--- config.mk ---
export PLATFORM = sky130hd
export DESIGN_NAME = mem_arbiter
export DESIGN_NICKNAME = d
export VERILOG_FILES = /design/src/rtl/mem_arbiter.sv
export SDC_FILE = /design/constraint.sdc
export NUM_CORES = 1
export LEC_CHECK = 0
export CELL_PAD_IN_SITES_DETAIL_PLACEMENT = 0
export CELL_PAD_IN_SITES_GLOBAL_PLACEMENT = 1
export CORE_ASPECT_RATIO = 1.1
export CORE_MARGIN = 2
export CORE_UTILIZATION = 34
export CTS_BUF_LIST = sky130_fd_sc_hd__clkbuf_8
export DETAILED_ROUTE_END_ITERATION = 8
export PLACE_DENSITY_LB_ADDON = 0.25
export SLEW_MARGIN = 20
export SYNTH_ARGS = -nofsm -noshare
export SYNTH_HDL_FRONTEND = slang
export SYNTH_SLANG_ARGS = --single-unit
--- constraint.sdc ---
create_clock -name clk -period 2.55 [get_ports clk]
set_clock_uncertainty 0.15 [all_clocks]
set_input_delay 0.6375 -clock clk [delete_from_list [all_inputs] [get_ports clk]]
set_output_delay 0.6375 -clock clk [all_outputs]
set_load 0.02 [all_outputs]
--- src/rtl/mem_arbiter.sv ---
// mem_arbiter
//   Shares one hold-until-ready memory port between the instruction-fetch
//   requester and the data (M-stage) requester. One access is in flight at a
//   time. Data has fixed priority, so the older instruction always finishes
//   first. A memory that never acknowledges is cut off after TIMEOUT wait
//   cycles and flagged through the sticky err output.
//
// Ports
//   clk, rst                  clock, asynchronous active-low reset
//   inst_req/addr             fetch request (held until inst_ready)
//   inst_rdata/ready          fetched word + one-cycle completion pulse
//   data_req/wen/addr/wdata   data request; wen == 0000 means read
//   data_rdata/ready          load data (0 for stores) + completion pulse
//   mem_en/wen/addr/wdata     registered memory request, held until mem_ready
//   mem_rdata/ready           memory response
//   err                       sticky timeout flag, cleared only by reset
module mem_arbiter #(
  parameter int TIMEOUT = 255
) (
  input  logic        clk,
  input  logic        rst,
  input  logic        inst_req,
  input  logic [31:0] inst_addr,
  output logic [31:0] inst_rdata,
  output logic        inst_ready,
  input  logic        data_req,
  input  logic [3:0]  data_wen,
  input  logic [31:0] data_addr,
  input  logic [31:0] data_wdata,
  output logic [31:0] data_rdata,
  output logic        data_ready,
  output logic        mem_en,
  output logic [3:0]  mem_wen,
  output logic [31:0] mem_addr,
  output logic [31:0] mem_wdata,
  input  logic [31:0] mem_rdata,
  input  logic        mem_ready,
  output logic        err
);

  localparam int CNT_W = (TIMEOUT < 1) ? 1 : $clog2(TIMEOUT + 1);
  localparam logic [CNT_W-1:0] CNT_MAX = CNT_W'(TIMEOUT);
  localparam logic [31:0] TIMEOUT_WORD = 32'hDEADBEEF;

  typedef enum logic [1:0] {
    IDLE = 2'd0,
    INST = 2'd1,
    DATA = 2'd2,
    RESP = 2'd3
  } state_t;

  state_t           state_q, state_d;
  logic             mem_en_q, mem_en_d;
  logic [3:0]       mem_wen_q, mem_wen_d;
  logic [31:0]      mem_addr_q, mem_addr_d;
  logic [31:0]      mem_wdata_q, mem_wdata_d;
  logic [31:0]      inst_rdata_q, inst_rdata_d;
  logic             inst_ready_q, inst_ready_d;
  logic [31:0]      data_rdata_q, data_rdata_d;
  logic             data_ready_q, data_ready_d;
  logic             err_q, err_d;
  logic [CNT_W-1:0] wait_cnt_q, wait_cnt_d;

  logic             timed_out;
  logic [31:0]      resp_word;

  // The counter holds the number of wait cycles already seen, so with
  // mem_ready stuck low the access is cut off after TIMEOUT+1 access cycles
  // and the ready pulse lands in cycle TIMEOUT+2 after the request edge.
  assign timed_out = (wait_cnt_q == CNT_MAX);

  always_comb begin
    resp_word = mem_rdata;
    if (!mem_ready) begin
      resp_word = TIMEOUT_WORD;
    end else if (state_q == DATA && mem_wen_q != 4'b0000) begin
      // Stores return nothing; give the pipeline a clean zero.
      resp_word = 32'h0;
    end
  end

  always_comb begin
    state_d      = state_q;
    mem_en_d     = mem_en_q;
    mem_wen_d    = mem_wen_q;
    mem_addr_d   = mem_addr_q;
    mem_wdata_d  = mem_wdata_q;
    inst_rdata_d = inst_rdata_q;
    data_rdata_d = data_rdata_q;
    inst_ready_d = 1'b0;
    data_ready_d = 1'b0;
    err_d        = err_q;
    wait_cnt_d   = wait_cnt_q;

    case (state_q)
      IDLE: begin
        if (data_req) begin
          mem_en_d    = 1'b1;
          mem_wen_d   = data_wen;
          mem_addr_d  = data_addr;
          mem_wdata_d = data_wdata;
          wait_cnt_d  = '0;
          state_d     = DATA;
        end else if (inst_req) begin
          mem_en_d    = 1'b1;
          mem_wen_d   = 4'b0000;
          mem_addr_d  = inst_addr;
          wait_cnt_d  = '0;
          state_d     = INST;
        end
      end

      INST, DATA: begin
        if (mem_ready || timed_out) begin
          if (state_q == INST) begin
            inst_rdata_d = resp_word;
            inst_ready_d = 1'b1;
          end else begin
            data_rdata_d = resp_word;
            data_ready_d = 1'b1;
          end
          if (!mem_ready) begin
            err_d = 1'b1;
          end
          mem_en_d  = 1'b0;
          mem_wen_d = 4'b0000;
          state_d   = RESP;
        end else begin
          wait_cnt_d = wait_cnt_q + 1'b1;
        end
      end

      // Requests are deliberately ignored here: the requester is still
      // deciding whether to drop req or present its next access.
      RESP: begin
        state_d = IDLE;
      end

      default: begin
        state_d = IDLE;
      end
    endcase
  end

  always_ff @(posedge clk or negedge rst) begin
    if (!rst) begin
      state_q      <= IDLE;
      mem_en_q     <= 1'b0;
      mem_wen_q    <= 4'b0000;
      mem_addr_q   <= 32'h0;
      mem_wdata_q  <= 32'h0;
      inst_rdata_q <= 32'h0;
      inst_ready_q <= 1'b0;
      data_rdata_q <= 32'h0;
      data_ready_q <= 1'b0;
      err_q        <= 1'b0;
      wait_cnt_q   <= '0;
    end else begin
      state_q      <= state_d;
      mem_en_q     <= mem_en_d;
      mem_wen_q    <= mem_wen_d;
      mem_addr_q   <= mem_addr_d;
      mem_wdata_q  <= mem_wdata_d;
      inst_rdata_q <= inst_rdata_d;
      inst_ready_q <= inst_ready_d;
      data_rdata_q <= data_rdata_d;
      data_ready_q <= data_ready_d;
      err_q        <= err_d;
      wait_cnt_q   <= wait_cnt_d;
    end
  end

  assign mem_en     = mem_en_q;
  assign mem_wen    = mem_wen_q;
  assign mem_addr   = mem_addr_q;
  assign mem_wdata  = mem_wdata_q;
  assign inst_rdata = inst_rdata_q;
  assign inst_ready = inst_ready_q;
  assign data_rdata = data_rdata_q;
  assign data_ready = data_ready_q;
  assign err        = err_q;

endmodule

==> results by group <==
STA
  • Setup TNS: 0 ns
  • Pins over their slew limit: 0
  • Setup repair after global routing missed its margin: no
  • Final cycle utilization of the critical path: 91.20%
  • Fin Hold WS: between 0.3 and 0.4 ns
  • Maximum achievable frequency: 430.0 MHz
  • Final hold viol count: 0
  • Transition time at the pin with the least slew margin: around 0.57 ns
  • Final setup viols: 0
  • Worst slew margin relative to its limit: 62.28%
  • Final critical-path required period: 2.326 ns

Place
  • Port Buffers: 272
  • Placed cell area: ~9400 um2
  • DPL Wire Length: 12230 um
  • RePlAce Congestion: 0.8371

Clocking
  • CTS tree: built
  • Cts bufs inserted: 17
  • Sinks on Clock Net: 146
  • Maximum buffer depth of the clock tree: 2
  • Clock Pin Slew Worst Setup and Hold Paths: 0.08 ns
  • Clock insertion delay at the later pin of the skew report: 0.43 ns
  • Root Buffer Master: sky130_fd_sc_hd__clkbuf_8
  • Max H-tree Level: 4

Power
  • Peak ir drop on the vdd network: approximately 0.53 mV
  • Leak: roughly 4.3 nW
  • Total power consumption of the routed design: about 0.012 W
  • Pwr Density: roughly 1300 nW/um2

Worst setup path
  • Cell family with most CP delay: buffers and inverters
  • Crit path buf inv count: 1
  • Critical path, cell by cell: clkdlybuf4s50_1
  • Depth of the worst register-to-register path: 6
  • Peak fanout along the critical path: 3
  • Register-to-register setup slack: 0.31 ns
  • Endpoint arrival time on the critical path: 1.54 ns
  • Cell with the largest stage delay on the worst path: sky130_fd_sc_hd__clkdlybuf4s50_1
  • Count of cell instances traversed by the critical path: 1
  • Peak per-stage delay on the critical path: 0.68 ns
  • Crit start category: flip-flop
  • CP endpoint kind: output pin
  • Critical Path RT: 1.76 ns
  • Setup CP Type: reg2out

Die
  • Row count: 52
  • Die height: 147.6 um
  • Die Span X: 134.6 um
  • Io pins: 273
  • Full die area: 19870 um2
  • Starting Density: around a third
  • Floorplan Core Area: about 18000 um2

Hold path
  • Type of the worst min-delay path: reg2reg
  • Worst hold stages: 1

Synth
  • Number of flops mapped to enable cells by yosys: 0
  • Syn avg cell area: about 13 um2
  • Most used DFF post-synth: sky130_fd_sc_hd__dfrtp_1
  • Synth Register Bits: 146
  • Syn_nets: 639
  • Cell area after technology mapping: 6376 um2
  • Sequential area share after synthesis: 57.30%
  • Synthesized instance count: 497
  • Unique masters post-synth: 38
  • Proportion of register bits with asynchronous set or reset after synthesis: 100.0%
  • Yosys warns: 0

Route
  • DR vias: 4805
  • Post-detailed-route count of antenna-violating nets: 0
  • Drc violations: 0
  • Wirelength per Cell: 16.21 um
  • First-iteration detailed-routing DRC count: 171
  • Routed via count divided by cell count: approximately 4.7
  • Number of detailed-route iterations in the first pass: 4
  • Total wire length: 16700 um

Layout
  • Number of nets in the finished design: 916
  • Syn-to-layout area delta: 54.49%
  • Commonest cells after routing, fill and taps aside: sky130_fd_sc_hd__clkdlybuf4s50_1 (270), sky130_fd_sc_hd__dfrtp_1 (146), sky130_fd_sc_hd__nand2_1 (88)
  • Ant. Diodes: 0
  • Post-layout utilization of the core: 53.50%
  • Most common cell after layout, fill and taps aside: sky130_fd_sc_hd__clkdlybuf4s50_1
  • Fillers: 1567
  • Share of post-route cells with drive strength above 1: 19.06%
  • Post-route cell area: 9851 um2

Global route
  • Number of antenna violations at the first check in global routing: 0
  • Via count of the first global-routing pass: 5037
  • Overflow after GRT: 0
  • Largest net degree at the start of global routing: 66
  • First-pass GRT wire length: 26990 um
  • GRT Resource Usage Total: 17.39%

Flow run
  • Max-capacitance violation count: 0

Status
  • Run status: finished clean
-- cell usage after synthesis (all sizes together) (3+ instances only) --
master  instances  share of area, %
and3           10               1.1
o21ai          41               3.2
mux2           97                19
a21oi           6              0.47
a31oi           5              0.49
dfrtp         146                57
nand3           3              0.31
ha              5              0.98
buf            18               2.6
inv             8              0.47
a22o            5              0.69
clkbuf         11              0.65
nand2b          3              0.29
mux2i          32               5.0
nand2          88               5.2
-- layout make-up --
| type | instances | area (um2) | share of cell area [%] |
|---|---|---|---|
| sequential | 146 | 3654 | 37.09 |
| timing repair buffer | 287 | 2909 | 29.53 |
| inverter | 8 | 30.03 | 0.3048 |
| clock inverter | 15 | 209.0 | 2.121 |
| tap | 243 | 304.0 | 3.087 |
| multi-input combinational | 314 | 2511 | 25.49 |
| clock buffer | 17 | 234.0 | 2.375 |
-- per-layer routing --
| metal | share of wire (%) | track usage (%) | routed length [um] | vias up |
|---|---|---|---|---|
| met2 | 47 | 27.50 | 7919 | 214 |
| met3 | 9.0 | 6.379 | 1504 | 16 |
| met5 | 0 | 0 | 0 | - |
| li1 | - | - | - | 2283 |
| met4 | 1.9 | 6.474 | 316 | 0 |
| met1 | 42 | 21.86 | 6958 | 2292 |
-- registers in the layout (all words and copies together) (netlist names) --
| signal | flops |
|---|---|
| wait_cnt_q | 8 |
| mem_en | 1 |
| data_ready | 1 |
| data_rdata | 32 |
| inst_rdata | 32 |
| mem_wen | 4 |
| inst_ready | 1 |
| state_q | 2 |
| err | 1 |
| mem_addr | 32 |
| mem_wdata | 32 |
-- path summary, 6_finish.rpt --
kind,startpoint,endpoint
setup / recovery,mem_wen[0],mem_wen[0]
hold reg to reg,err,err
setup reg to reg,state_q[1],wait_cnt_q[3]
min in group asynchronous,rst,data_rdata[26]
max in group asynchronous,rst,mem_wdata[18]
hold / removal,err,err
-- kinds of logic after synthesis --
kind of cell             after synthesis  synth area share [%]
flip-flops                           146                 57.30
adder cells (fa/ha/maj)                5                0.9812
AO/OA/AOI/OAI                         65                 6.064
buffers and inverters                 37                 3.689
AND/OR/NAND/NOR                      115                 8.046
multiplexers                         129                 23.92
-- report_power, final --
group	switching, W	total (W)	internal, W	leakage [nW]
sequential	0.000626	0.00400	0.00337	1.74
combinational	0.00305	0.00633	0.00328	2.38
clock	0.000935	0.00202	0.00108	0.224
total	0.00461	0.0123	0.00773	4.34
-- metrics by stage --
stage,cells,worst slack [ns]
finish,1030,0.2243
global route,1030,0.1250
CTS,1030,0.1754
detailed placement,997,0.1503
global placement,997,0.1947
floorplan,497,0.5567
-- timing repair --
| item | CTS | global route |
|---|---|---|
| buffers inserted | 0 | 0 |
| gates resized for setup | 0 | 0 |
| endpoints found under the hold margin | 26 | 0 |
| hold buffers | 1 | 0 |
(Power assumes the default switching activity.)
